`config.mk`:
```
export PLATFORM = sky130hd
export DESIGN_NAME = countdown_timer
export DESIGN_NICKNAME = d
export VERILOG_FILES = /design/src/rtl/countdown_timer.sv
export SDC_FILE = /design/constraint.sdc
export NUM_CORES = 1
export LEC_CHECK = 0
export ABC_AREA = 1
export BUFFER_PORTS_ARGS = -buffer_cell sky130_fd_sc_hd__buf_2
export CORE_UTILIZATION = 35
export DETAILED_ROUTE_END_ITERATION = 7
export GPL_TIMING_DRIVEN = 1
export MAX_ROUTING_LAYER = met4
export SYNTH_ARGS = -nofsm -noshare
export SYNTH_HDL_FRONTEND = slang
export SYNTH_SLANG_ARGS = --single-unit
```
`constraint.sdc`:
```
create_clock -name clk -period 1.7 [get_ports clk]
set_clock_uncertainty 0.1 [all_clocks]
set_input_delay 0.34 -clock clk [delete_from_list [all_inputs] [get_ports clk]]
set_output_delay 0.34 -clock clk [all_outputs]
set_load 0.005 [all_outputs]
```
`src/rtl/countdown_timer.sv`:
```
// Loadable BCD countdown timer driven by a period strobe.
// Start/pause/clear control with registered run/expire status.
module countdown_timer #(
    parameter int DIGITS         = 4,
    parameter int TICKS_PER_UNIT = 10
) (
    input  logic                  clk,
    input  logic                  rst,
    input  logic                  tick,
    input  logic                  load,
    input  logic [4*DIGITS-1:0]   load_bcd,
    input  logic                  start,
    input  logic                  pause,
    input  logic                  clear,
    output logic [4*DIGITS-1:0]   count_bcd,
    output logic                  running,
    output logic                  paused,
    output logic                  expired,
    output logic                  done
);

    localparam int W  = 4 * DIGITS;
    localparam int PW = (TICKS_PER_UNIT > 1) ? $clog2(TICKS_PER_UNIT) : 1;
    localparam logic [PW-1:0] PRE_MAX = PW'(TICKS_PER_UNIT - 1);

    typedef enum logic [1:0] {
        IDLE,
        RUN,
        PAUSE,
        EXPIRED
    } state_t;

    state_t        state;
    logic [W-1:0]  count;
    logic [PW-1:0] pre;
    logic          tick_q;
    logic          done_pend;

    logic          acc;
    logic          cnt_zero;
    logic          cnt_one;
    logic          borrow;
    logic [W-1:0]  dec_val;
    logic [W-1:0]  load_val;

    assign acc       = tick & ~tick_q;
    assign cnt_zero  = (count == '0);
    assign cnt_one   = (count == W'(1));
    assign count_bcd = count;

    // Ripple-borrow BCD decrement of the current count
    always_comb begin
        dec_val = count;
        borrow  = 1'b1;
        for (int i = 0; i < DIGITS; i++) begin
            if (borrow) begin
                if (count[4*i +: 4] == 4'd0) begin
                    dec_val[4*i +: 4] = 4'd9;
                end else begin
                    dec_val[4*i +: 4] = count[4*i +: 4] - 4'd1;
                    borrow            = 1'b0;
                end
            end
        end
    end

    // Clamp each preset digit to 9
    always_comb begin
        load_val = load_bcd;
        for (int i = 0; i < DIGITS; i++) begin
            if (load_bcd[4*i +: 4] > 4'd9) begin
                load_val[4*i +: 4] = 4'd9;
            end
        end
    end

    // Control FSM, prescaler, count and registered status outputs
    always_ff @(posedge clk or posedge rst) begin
        if (rst) begin
            state     <= IDLE;
            count     <= '0;
            pre       <= '0;
            tick_q    <= 1'b0;
            done_pend <= 1'b0;
            running   <= 1'b0;
            paused    <= 1'b0;
            expired   <= 1'b0;
            done      <= 1'b0;
        end else begin
            tick_q    <= tick;
            running   <= (state == RUN);
            paused    <= (state == PAUSE);
            expired   <= (state == EXPIRED);
            done      <= done_pend;
            done_pend <= 1'b0;
            if (clear) begin
                state <= IDLE;
                count <= '0;
                pre   <= '0;
            end else if (load) begin
                state <= IDLE;
                count <= load_val;
                pre   <= '0;
            end else begin
                unique case (state)
                    IDLE: begin
                        if (start && !cnt_zero) begin
                            state <= RUN;
                            pre   <= '0;
                        end
                    end
                    RUN: begin
                        if (pause) begin
                            state <= PAUSE;
                        end else if (acc) begin
                            if (pre == PRE_MAX) begin
                                pre <= '0;
                                if (!cnt_zero) begin
                                    count <= dec_val;
                                end
                                if (cnt_one) begin
                                    state     <= EXPIRED;
                                    done_pend <= 1'b1;
                                end
                            end else begin
                                pre <= pre + PW'(1);
                            end
                        end
                    end
                    PAUSE: begin
                        if (start && !pause) begin
                            state <= RUN;
                        end
                    end
                    EXPIRED: begin
                        state <= EXPIRED;
                    end
                    default: begin
                        state <= IDLE;
                    end
                endcase
            end
        end
    end

endmodule

```
### Word level (Yosys, flattened, before mapping)

Cells that the tools add are included.

| storage, ports and cells | value |
|---|---|
| register bits | 28 |
| latch bits | 0 |
| RAM bits | 0 |
| memory bits (read-only) | 0 |
| input bits | 23 |
| memories kept | 0 |

| operators by class | value |
|---|---|
| add/subtract/negate cells | 5 |
| multipliers | 0 |
| divide/modulo/power cells | 0 |
| order comparisons | 4 |
| eq/ne operators | 14 |
| shift-type cells | 0 |
| multiplexer cells | 46 |
| bitwise gates (word level) | 2 |
| reduce and logical (&&, ||, !) cells | 23 |

Operator list:

| kind | count |
|---|---|
| $mux W16 | 7 |
| $mux W4 | 17 |
| $reduce_and A6 Y1 | 3 |
| $reduce_bool A3 Y1 | 6 |
| $eq A16 B1 Y1 const B | 1 |
| $gt A4 B4 Y1 const B | 4 |
| $logic_not A16 Y1 | 1 |
| $logic_not A4 Y1 | 4 |
| $mux W2 | 8 |
| $sub A4 B1 Y4 const B | 4 |
| $mux W1 | 12 |
| $ne A4 B4 Y1 const B | 3 |
| $ne A5 B5 Y1 const B | 2 |
| $reduce_and A5 Y1 | 2 |
| $pmux W2 S4 | 1 |
| $pmux W4 S2 | 1 |
| $ne A5 B4 Y1 const B | 1 |
| $add A4 B1 Y4 const B | 1 |
| $eq A2 B2 Y1 const B | 2 |
| $eq A4 B4 Y1 const B | 1 |
| $ne A4 B3 Y1 const B | 1 |
| $reduce_and A4 Y1 | 1 |
| $reduce_bool A4 Y1 | 1 |
| $ne A3 B2 Y1 const B | 1 |
| other kinds (7) | 9 |

### Depth between registers and ports, before layout

Gate-level depths: netlist (run 1).

| depth | value |
|---|---|
| depth in word-level cells | 12 |
| gate-level depth with buffers | 10 |
| mapped depth without buffers | 10 |

### Worst setup path before layout (run 1)

OpenSTA, ideal clock, no wires.

| path | value |
|---|---|
| kind | reg-to-reg |
| start point | register count[0], in the netlist count_bcd[0] |
| end point | register count[14], in the netlist count_bcd[14] |
| arrival | 1302 ps |
| setup slack | 180 ps |
| cell stages (with the launch flop) | 10 |
| path buffers | 0 |
| period minus slack after synthesis | 1520 ps |
| cell sequence | dfrtp_1 -> inv_1 -> ha_1 -> nand2_2 -> nor2_4 -> nor2_1 -> nor2_4 -> nand3_2 -> nand2_1 -> nand2_1 |

| between the ends | value |
|---|---|
| longest elaborated chain between the ends | 6 |

RTL lines:

| what | RTL line | RTL |
|---|---|---|
| start: declaration | 34 | `logic [W-1:0] count;` |
| start signal: assignment | 102 | `count <= load_val;` |
| start signal: assignment | 119 | `count <= dec_val;` |
| $logic_not A4 Y1 | 57 | `if (count[4*i +: 4] == 4'd0) begin` |
| $mux W1 | 57 |  |
| $mux W1 (2 in series) | 56 | `if (borrow) begin` |
| $reduce_bool A3 Y1 (no source line) | n/a |  |
| $reduce_and A6 Y1 (no source line) * | n/a |  |

Every way passes the cells marked *; elsewhere a longest branch is shown, timed or not.
A chain may end at the register's enable or synchronous reset.

### Worst setup path in the final report (run 1)

| path | value |
|---|---|
| start point | register count[5], in the netlist count_bcd[5] |
| end point | register count[15], in the netlist count_bcd[15] |

The elaborated chain is that of the path after synthesis.

==> run_results.csv, run 1 <==
group,metric,value,unit
logic_synthesis,async_sr_flop_fraction,1.00,
floorplanning,fp.coreArea,5510,sq um
sta,setup_tns,0,ns
grt,grt_antenna_before_repair,0,
sta,setup_ws_final,0.131,ns
power,power.static_leakage,1.36,nW
sta,fin_hold_ws,0.0127,ns
sta,finalCritPeriodShare,0.923,
finish,utilization,0.462,
power,switching_share,0.359,
worst_setup_path,rrSetupSlack,0.13,ns
power,intPower,1.50,mW
logic_synthesis,synth.yosys.seq_area_share,0.351,
job,max_cap_viols,0,
grt,first_global_vias,1826,
clock_tree,ctsLongestPathBuffers,2,
route,drt_drc_violations_left,0,
worst_setup_path,crit_path_top_delay_cell,"dfrtp_1",
floorplanning,die_w,77.5,microns
place,placed_cell_area,2410,sq um
place,dp_cells,396,
clock_tree,cts_made_buffers,3,
floorplanning,chipHeight,77.5,microns
grt,grt_pass1_wl,8.11,mm
power,clockPowerShare,0.224,
sta,slew_of_the_pin_with_the_lowest_slew_margin,0.363,ns
worst_setup_path,r2r_start,"count_bcd[5]",
worst_setup_path,arrival_time_reported_for_the_critical_path_endpoint,1.64,ns
logic_synthesis,post_synth_instance_area,1990,sq um
finish,layoutNonFillerInstCount,401,
power,seq_power_share,0.359,
clock_tree,clock_tree.root_cell,"clkbuf_8",
worst_setup_path,timing.critical_path.fanout_max,4,
finish,layout-area-overhead-vs-synth,27.5,%
grt,global_route.usage.total,0.172,
sta,fmax,637,MHz
place,portBuffers,42,
logic_synthesis,synth.yosys.warnings,0,
power,power-per-cell-area,920,nW/um^2
power,totalPowerFinal,2.34,mW
finish,final_net_count,364,
worst_setup_path,worstReg2RegEnd,"count_bcd[15]",
clock_tree,cts.htree.levels,1,
floorplanning,core.rowCount,27,
clock_tree,cts-hold-fix-buffers,0,
sta,worst_slew_margin_rel,0.758,
finish,final_design_area_no_fill,2540,sq um
route,first_iter_violations,83,
logic_synthesis,avgSynthCellArea,7.50,sq um
route,route.antenna.remaining_nets,0,
worst_setup_path,critical_path_class,"flop to flop",
route,vias,1896,
worst_setup_path,ff2ff_path_depth,9,
clock_tree,tritoncts,"done",
logic_synthesis,leading_post_synthesis_cells_by_cell_area,"dfrtp_1 35%, nand2_1 13%, ha_1 6.9%",
worst_setup_path,max_stage_delay,0.39,ns
logic_synthesis,synth.top_cells.by_count,"68 x nand2_1, 29 x inv_1, 28 x dfrtp_1",
outcome,run_status,"complete, no violations",
route,dr.pass1.iters,4,
worst_setup_path,critical_path.cell_chain,"inv_1 > ha_2 > nand2_2 > nor2_4 > nor2_1 > nor2_4 > nand3_2 > nand2_1 > nand2_1",
sta,final_period_minus_worst_setup_slack,1.57,ns
logic_synthesis,syn-num-nets,300,
grt,grt_remaining_overflow,0,
place,dpl_worst_slack,0.0779,ns
logic_synthesis,ys_seq_elements,28,
finish,antennaDiodeCount,0,
finish,final.fill_count,556,
route,wl_per_cell,11.6,microns
clock_tree,clock-sinks,28,
route,post_drt_via_cell_ratio,4.73,
worst_hold_path,holdCritPathClass,"input pin to asynchronous set/reset pin",
sta,drv_slew,0,
sta,setup_violation_total_in_the_final_timing_report,0,
power,peakVddDrop,372,uV
logic_synthesis,synth_enable_flop_cells,0,
power,power.combinational.fraction,0.417,
floorplanning,die_area,6000,sq um
route,wl,4.64,mm
floorplanning,floorplan.initialDensity,0.362,
logic_synthesis,synth_top_cell_by_area,"dfrtp_1",
grt,grt_max_degree,29,
floorplanning,boundaryPins,43,
clock_tree,clk_latency,0.27,ns
logic_synthesis,synth_flop_cell,"dfrtp_1",
place,detailedPlacementHpwl,3.71,mm
logic_synthesis,synthCells,266,
logic_synthesis,most_common_cell_in_the_netlist,"nand2_1",
worst_setup_path,timing.critical_path.to_type,"flop",
worst_setup_path,worstPathRequired,1.77,ns
sta,hold_viol,0,
logic_synthesis,synth_top_area_frac,0.351,
power,p_switching,0.840,mW
place,routabilityCongestion,0.807,
clock_tree,clk_pin_slew,0.10,ns
worst_setup_path,startpoint_type,"flop",
logic_synthesis,yosysUniqueCellTypes,31,
finish,final_layout_size_suffix_gt1_frac,0.322,
==> cell usage in the layout, fill, tap and decap left out, types with 2 or more instances in the layout <==
| master | instances |
|---|---|
| nand2_1 | 66 |
| buf_2 | 42 |
| dfrtp_1 | 28 |
| inv_1 | 25 |
| nor2_1 | 23 |
| buf_4 | 20 |
| nand3_1 | 19 |
| o21ai_0 | 12 |
| a21oi_1 | 11 |
| o21ai_1 | 10 |
| nor2_4 | 9 |
| ha_1 | 9 |
| nand2_2 | 7 |
| inv_2 | 7 |
| nand4_1 | 6 |
| nand3_2 | 5 |
| nand2_4 | 4 |
| xor2_1 | 4 |
| nand3b_1 | 3 |
| clkbuf_8 | 3 |
| o22ai_1 | 2 |
==> timing repair <==
| item | CTS | global route |
|---|---|---|
| buffers inserted | 0 | 1 |
| endpoints found under the setup margin | 0 | 22 |
| resized for setup | 0 | 15 |
==> metal layers <==
layer	vias up	global-route usage	routed length (microns)
met4	0	0.0377	30
met2	32	0.280	2170
li1	985	-	-
met5	-	-	0
met1	877	0.230	2280
met3	2	0.0212	158
==> sequential cells by signal (all words and copies together), names as in the netlist <==
signal and flops:
count_bcd 16, done_pend 1, pre 4, tick_q 1, expired 1, running 1, state 2, paused 1
done 1
==> worst max-delay path: cells and delay by family, from the launching register on <==
kind,cells,cell delay (ns)
simple gates,7,0.68
flops,1,0.39
fa+ha+maj,1,0.19
buf+inv,1,0.09
==> cell type report <==
cell class | count | area [sq um] | share of cell area
inverter | 33 | 126 | 0.0497
multi-input combinational | 202 | 1190 | 0.469
tap | 72 | 90.1 | 0.0354
timing repair buffer | 62 | 360 | 0.142
clock buffer | 3 | 41.3 | 0.0162
clock inverter | 1 | 30.0 | 0.0118
sequential | 28 | 701 | 0.276
==> worst max-delay path by stage <==
stage | startpoint | cells after the start | slack, ns | to
after floorplan | count_bcd[0] | 9 | 0.18 | count_bcd[14]
after global placement | count_bcd[8] | 10 | 0.09 | pre[1]
after detailed placement | count_bcd[8] | 10 | 0.08 | pre[1]
after CTS | count_bcd[8] | 10 | 0.05 | pre[1]
after global routing | count_bcd[5] | 10 | -0.006 | pre[1]
final | count_bcd[5] | 9 | 0.13 | count_bcd[15]
==> cells by family (layout without fill, tap and decap cells) <==
kind of cell	count (synthesis)	in the layout	synth area share
compound gates	39	39	0.105
xor+xnor	5	5	0.0220
fa+ha+maj	11	11	0.0690
buf+inv	36	99	0.0765
flops	28	28	0.351
simple gates	147	147	0.376
==> power groups by stage <==
| stage | clock [mW] | combinational (mW) | sequential, mW |
|---|---|---|---|
| 6_report | 0.525 | 0.976 | 0.839 |
| 5_1_grt | 0.563 | 1.11 | 0.856 |
| 4_1_cts | 0.550 | 0.925 | 0.835 |
| 3_5_place_dp | 0 | 0.918 | 0.848 |
| 3_3_place_gp | 0 | 0.914 | 0.846 |
| 2_1_floorplan | 0 | 0.565 | 0.857 |
(Power assumes the default switching activity.)
==> run 2: changes to the inputs <==
--- a/config.mk
+++ b/config.mk
@@ -7,6 +7,7 @@
 export LEC_CHECK = 0
 export ABC_AREA = 1
 export BUFFER_PORTS_ARGS = -buffer_cell sky130_fd_sc_hd__buf_2
+export CORE_MARGIN = 4
 export CORE_UTILIZATION = 35
 export DETAILED_ROUTE_END_ITERATION = 7
 export GPL_TIMING_DRIVEN = 1
==> run 2 against run 1 <==
Net effect: power is 4.9% lower; final cell count up 0.50%; via count fell by 0.63%; maximum frequency shrank 0.78%; critical path depth grew 1; register-to-register slack barely moved; first-iteration DRC count is 3.6% lower; sequential power rose by 0.5%; sequential cell count did not move; final area fell by 0.64%; highest routed layer unchanged.
==> run_results.csv, run 2 (synthesized netlist as in run 1, its figures left out) <==
group,metric,value,unit
clock_tree,clock_tree.root_cell,"clkbuf_8",
clock_tree,ctsLongestPathBuffers,2,
power,clockPowerShare,0.190,
finish,antennaDiodeCount,0,
floorplanning,fp.coreArea,5510,sq um
finish,final_net_count,366,
worst_setup_path,timing.critical_path.max_delay_family,"simple AND/OR/NAND/NOR gates",
route,wl,4.76,mm
power,power.static_leakage,1.36,nW
finish,largest_register_ff_count,16,
worst_setup_path,critical_path_depth,10,
worst_setup_path,timing.critical_path.to_type,"flop",
floorplanning,boundaryPins,43,
sta,setup_ws_final,0.119,ns
power,p_switching,0.837,mW
place,portBuffers,42,
sta,fmax,632,MHz
worst_setup_path,timing.critical_path.fanout_max,6,
floorplanning,core.rowCount,27,
clock_tree,cts.htree.levels,1,
sta,final_period_minus_worst_setup_slack,1.58,ns
place,placed_cell_area,2370,sq um
finish,layoutNonFillerInstCount,403,
worst_setup_path,critical_path.cell_chain,"inv_1 > ha_4 > nand2_2 > nor2_4 > nand2_2 > nand2_2 > nand2_4 > nand2_4 > nand2_1 > o21ai_1",
outcome,run_status,"complete, no violations",
clock_tree,clk_pin_slew,0.10,ns
grt,grt_antenna_before_repair,0,
floorplanning,chipHeight,83.5,microns
sta,setup_violation_total_in_the_final_timing_report,0,
worst_setup_path,crit_path_top_delay_cell,"dfrtp_1",
worst_setup_path,critical_path_class,"flop to flop",
route,route.antenna.remaining_nets,0,
power,seq_power_share,0.379,
clock_tree,cts_made_buffers,3,
sta,worst_slew_margin_rel,0.760,
floorplanning,die_area,6970,sq um
worst_setup_path,cp_common_cell,"nand2_2",
power,power.combinational.fraction,0.431,
grt,grt_remaining_overflow,0,
grt,grt_pass1_wl,8.07,mm
grt,grt_max_degree,29,
power,peakVddDrop,396,uV
grt,first_global_vias,1810,
route,drt_drc_violations_left,0,
floorplanning,die_w,83.5,microns
clock_tree,tritoncts,"done",
finish,utilization,0.459,
finish,layout-area-overhead-vs-synth,26.7,%
route,vias,1884,
finish,final_design_area_no_fill,2530,sq um
sta,fin_hold_ws,0.0107,ns
place,detailedPlacementHpwl,3.71,mm
place,routabilityCongestion,0.867,
grt,global_route.usage.total,0.143,
clock_tree,clk_latency,0.28,ns
place,dp_cells,391,
finish,layout.cells.most_common,"nand2_1",
worst_setup_path,startpoint_type,"flop",
job,max_cap_viols,0,
worst_hold_path,holdCritPathClass,"input pin to asynchronous set/reset pin",
worst_setup_path,ff2ff_path_depth,10,
worst_setup_path,worstPathRequired,1.81,ns
worst_setup_path,r2r_start,"count_bcd[5]",
finish,final.fill_count,585,
worst_setup_path,arrival_time_reported_for_the_critical_path_endpoint,1.69,ns
worst_setup_path,cp_num_buf_inv,1,
clock_tree,clock-sinks,28,
sta,hold_viol,0,
power,power-per-cell-area,880,nW/um^2
route,first_iter_violations,80,
floorplanning,floorplan.initialDensity,0.362,
worst_setup_path,max_stage_delay,0.39,ns
power,switching_share,0.376,
route,post_drt_via_cell_ratio,4.67,
route,dr.pass1.iters,4,
power,totalPowerFinal,2.22,mW
finish,highest_count_cells_in_the_layout_ignoring_fill_and_taps,"66 x nand2_1, 42 x buf_2, 28 x dfrtp_1, 27 x inv_1",
worst_setup_path,rrSetupSlack,0.12,ns
worst_setup_path,worstReg2RegEnd,"count_bcd[2]",
sta,finalCritPeriodShare,0.930,
route,wl_per_cell,11.8,microns
sta,setup_tns,0,ns
sta,drv_slew,0,
place,dpl_worst_slack,0.0691,ns
sta,slew_of_the_pin_with_the_lowest_slew_margin,0.359,ns
power,intPower,1.39,mW
finish,final_layout_size_suffix_gt1_frac,0.314,
==> run 2: cell count changes in the layout (fill, tap and decap cells not counted), sizes merged <==
cell	previous run	this run
buf	62	64
bufinv	1	0
clkbuf	3	4
==> run 2: worst min-delay path, cell delays in order <==
cell,delay (ns)
buf_2,0.09
inv_1,0.04
buf_4,0.33
==> run 2: power by group through the flow <==
stage | combinational (mW) | sequential, mW | clock (mW)
3_3_place_gp | 0.852 | 0.854 | 0
4_1_cts | 0.862 | 0.844 | 0.437
6_report | 0.958 | 0.843 | 0.422
5_1_grt | 1.08 | 0.863 | 0.467
3_5_place_dp | 0.858 | 0.857 | 0
2_1_floorplan | 0.565 | 0.857 | 0
==> run 2: how the worst max path moves through the flow <==
stage                 start             to
6_report       count_bcd[5]   count_bcd[2]
5_1_grt        count_bcd[8]   count_bcd[2]
4_1_cts        count_bcd[4]  count_bcd[15]
3_5_place_dp   count_bcd[4]  count_bcd[13]
3_3_place_gp   count_bcd[1]  count_bcd[15]
2_1_floorplan  count_bcd[0]  count_bcd[14]
==> run 2: timing repair <==
item,4_1_cts,5_1_grt
hold buffers,0,0
setup buffers,0,8
resized for setup,0,10
endpoints found under the setup margin,0,22
==> run 2: routing by layer <==
layer  vias to the layer above  track usage  share of wire
li1                        992            -              -
met1                       853        0.191           0.49
met2                        35        0.225           0.46
met3                         4       0.0197          0.035
met4                         0       0.0439          0.012
met5                         -            -              0
==> run 2: final cells by class <==
type                    instances  area, sq um  area share
repair buffers                 64          375       0.149
well taps                      72         90.1      0.0357
flip-flops and latches         28          701       0.277
multi-input cells             202         1180       0.467
clock buffers                   4         55.1      0.0218
inverters                      33          126      0.0500
==> run 3: changes to the inputs <==
--- a/config.mk
+++ b/config.mk
@@ -8,10 +8,11 @@
 export ABC_AREA = 1
 export BUFFER_PORTS_ARGS = -buffer_cell sky130_fd_sc_hd__buf_2
 export CORE_MARGIN = 4
-export CORE_UTILIZATION = 35
+export CORE_UTILIZATION = 54
 export DETAILED_ROUTE_END_ITERATION = 7
 export GPL_TIMING_DRIVEN = 1
 export MAX_ROUTING_LAYER = met4
+export PLACE_DENSITY = 0.79
 export SYNTH_ARGS = -nofsm -noshare
 export SYNTH_HDL_FRONTEND = slang
 export SYNTH_SLANG_ARGS = --single-unit
==> constraint.sdc (replaced) <==
create_clock -name clk -period 1.7 [get_ports clk]
set_clock_uncertainty 0.1 [all_clocks]
set_input_delay 0.34 -clock clk [delete_from_list [all_inputs] [get_ports clk]]
set_output_delay 0.34 -clock clk [all_outputs]
set_load 0.05 [all_outputs]
==> run 3 against run 2 <==
Net effect: die area shrank 32%; setup slack lost 0.047 ns; hold slack lost 0.0024 ns; clock power grew 27%; final cell count shrank 7.9%; wire length grew 0.38%; final area shrank 0.79%; critical path depth shrank 1; sequential cell count is the same; non-clock buffer count shrank 6; critical path type unchanged.
==> run_results.csv, run 3 (synthesized netlist as in run 1, its figures left out) <==
group,metric,value,unit
finish,final_net_count,360,
finish,layoutNonFillerInstCount,371,
grt,grt_remaining_overflow,0,
sta,fin_hold_ws,0.00833,ns
route,drt_drc_violations_left,0,
worst_setup_path,crit_path_top_delay_cell,"dfrtp_2",
route,route.antenna.remaining_nets,0,
sta,setup_tns,0,ns
worst_setup_path,arrival_time_reported_for_the_critical_path_endpoint,1.75,ns
clock_tree,cts-hold-fix-buffers,0,
worst_setup_path,critical_path.cell_chain,"inv_1 > ha_2 > nand2_4 > nor2_4 > nor2_2 > nor2_4 > buf_4 > nand4_1 > nand2_1",
sta,drv_slew,0,
floorplanning,chipHeight,68.8,microns
power,power-per-cell-area,1060,nW/um^2
finish,layout.cells.most_common,"nand2_1",
clock_tree,clk_latency,0.28,ns
place,detailedPlacementHpwl,3.55,mm
route,first_iter_violations,99,
worst_setup_path,critical_path_class,"flop to flop",
worst_setup_path,cp_common_cell,"nor2_4",
clock_tree,ctsLongestPathBuffers,2,
worst_setup_path,critical_path_depth,9,
sta,slew_of_the_pin_with_the_lowest_slew_margin,0.366,ns
sta,hold_viol,0,
job,max_cap_viols,0,
power,power.static_leakage,1.33,nW
grt,grt_max_degree,29,
grt,grt_pass1_wl,7.60,mm
floorplanning,boundaryPins,43,
outcome,run_status,"complete, no violations",
route,top_signal_layer_used,"met4",
finish,final_layout_size_suffix_gt1_frac,0.348,
worst_setup_path,timing.critical_path.fanout_max,4,
sta,finalCritPeriodShare,0.958,
clock_tree,clock_tree.root_cell,"clkbuf_8",
power,p_switching,1.16,mW
sta,final_period_minus_worst_setup_slack,1.63,ns
place,portBuffers,42,
worst_setup_path,timing.critical_path.max_delay_family,"simple AND/OR/NAND/NOR gates",
worst_setup_path,timing.critical_path.to_type,"flop",
route,post_drt_via_cell_ratio,5.23,
clock_tree,clock-sinks,28,
grt,global_route.usage.total,0.214,
clock_tree,cts_made_buffers,3,
clock_tree,cts.htree.levels,1,
floorplanning,die_area,4730,sq um
finish,layout-area-overhead-vs-synth,25.7,%
sta,setup_violation_total_in_the_final_timing_report,0,
worst_setup_path,cp_num_buf_inv,2,
sta,worst_slew_margin_rel,0.756,
power,seq_power_share,0.325,
power,switching_share,0.436,
floorplanning,die_w,68.8,microns
place,dp_cells,360,
worst_setup_path,startpoint_type,"flop",
route,wl_met3,310,microns
sta,fmax,614,MHz
worst_setup_path,worstPathRequired,1.82,ns
floorplanning,core.rowCount,21,
route,vias,1940,
worst_setup_path,r2r_start,"count_bcd[0]",
worst_setup_path,worstReg2RegEnd,"count_bcd[13]",
finish,largest_register_ff_count,16,
power,peakVddDrop,831,uV
worst_setup_path,rrSetupSlack,0.07,ns
worst_setup_path,ff2ff_path_depth,9,
grt,grt_antenna_before_repair,0,
floorplanning,fp.coreArea,3440,sq um
power,power.combinational.fraction,0.473,
power,intPower,1.50,mW
grt,first_global_vias,1756,
worst_setup_path,max_stage_delay,0.43,ns
route,wl_met1,2.05,mm
floorplanning,floorplan.initialDensity,0.579,
finish,antennaDiodeCount,0,
finish,utilization,0.728,
finish,highest_count_cells_in_the_layout_ignoring_fill_and_taps,"65 x nand2_1, 42 x buf_2, 25 x inv_1, 21 x nor2_1, 21 x nand3_1",
clock_tree,clk_pin_slew,0.10,ns
power,clockPowerShare,0.202,
route,wl_per_cell,12.9,microns
clock_tree,tritoncts,"done",
worst_hold_path,holdCritPathClass,"input pin to asynchronous set/reset pin",
worst_setup_path,timing.critical_path.to,"count_bcd[13]",
route,dr.pass1.iters,4,
route,dr_wl_met2,2.39,mm
worst_setup_path,setup.worst_path.start,"count_bcd[0]",
route,wl,4.78,mm
place,routabilityCongestion,0.853,
-- run 3: changes by cell type in the layout (fill, tap and decap cells not counted), moves of 2 or more --
| cell | before | now |
|---|---|---|
| ha_1 | 10 | 8 |
| nand2_4 | 4 | 6 |
| buf_4 | 22 | 16 |
| dfrtp_1 | 28 | 19 |
| dfrtp_2 | 0 | 9 |
| ha_2 | 0 | 2 |
| inv_1 | 27 | 25 |
-- run 3: how the worst min path moves through the flow --
stage / end / cells past startpoint / slack, ns / from
finish: paused / 3 / 0.008 / rst
global route: paused / 3 / 0.03 / rst
CTS: done / 3 / 0.02 / rst
detailed placement: done / 0 / 0.23 / done_pend
global placement: done / 0 / 0.23 / done_pend
floorplan: done / 0 / 0.23 / done_pend
-- run 3: timing repair --
action	CTS	global route
gates resized for setup	0	21
setup buffers	0	7
endpoints found under the setup margin	0	22
-- run 3: final cells by class --
type | instances | area, sq um
Fill cell | 275 | 936
Clock buffer | 3 | 41.3
Inverter | 33 | 129
Multi-Input combinational cell | 202 | 1210
Clock inverter | 1 | 30.0
Sequential cell | 28 | 712
Timing Repair Buffer | 58 | 330
Tap cell | 46 | 57.6
-- run 3: per-stage QoR --
step	power, mW	area, sq um	setup WS (ns)
final	2.66	2510	0.0717
after global routing	2.84	2510	-0.00966
after CTS	2.53	2380	0.00930
after detailed placement	2.00	2310	0.0212
after global placement	1.97	2310	0.101
after floorplan	1.72	2000	0.00704
-- run 3: worst min-delay path: stages --
cell and delay [ns]:
buf_2 0.09, inv_1 0.04, buf_4 0.33
-- run 3: per-layer routing --
| layer | track usage | vias to the layer above |
|---|---|---|
| li1 | - | 982 |
| met4 | 0.0511 | 0 |
| met2 | 0.368 | 64 |
| met1 | 0.268 | 890 |
| met5 | - | - |
| met3 | 0.0276 | 4 |
-- run 3: power groups by stage --
stage | Sequential (mW) | Clock (mW) | Combinational [mW]
2_1_floorplan | 1.15 | 0 | 0.564
3_3_place_gp | 0.864 | 0 | 1.11
3_5_place_dp | 0.868 | 0 | 1.13
4_1_cts | 0.856 | 0.541 | 1.13
5_1_grt | 0.881 | 0.575 | 1.38
6_report | 0.865 | 0.537 | 1.26
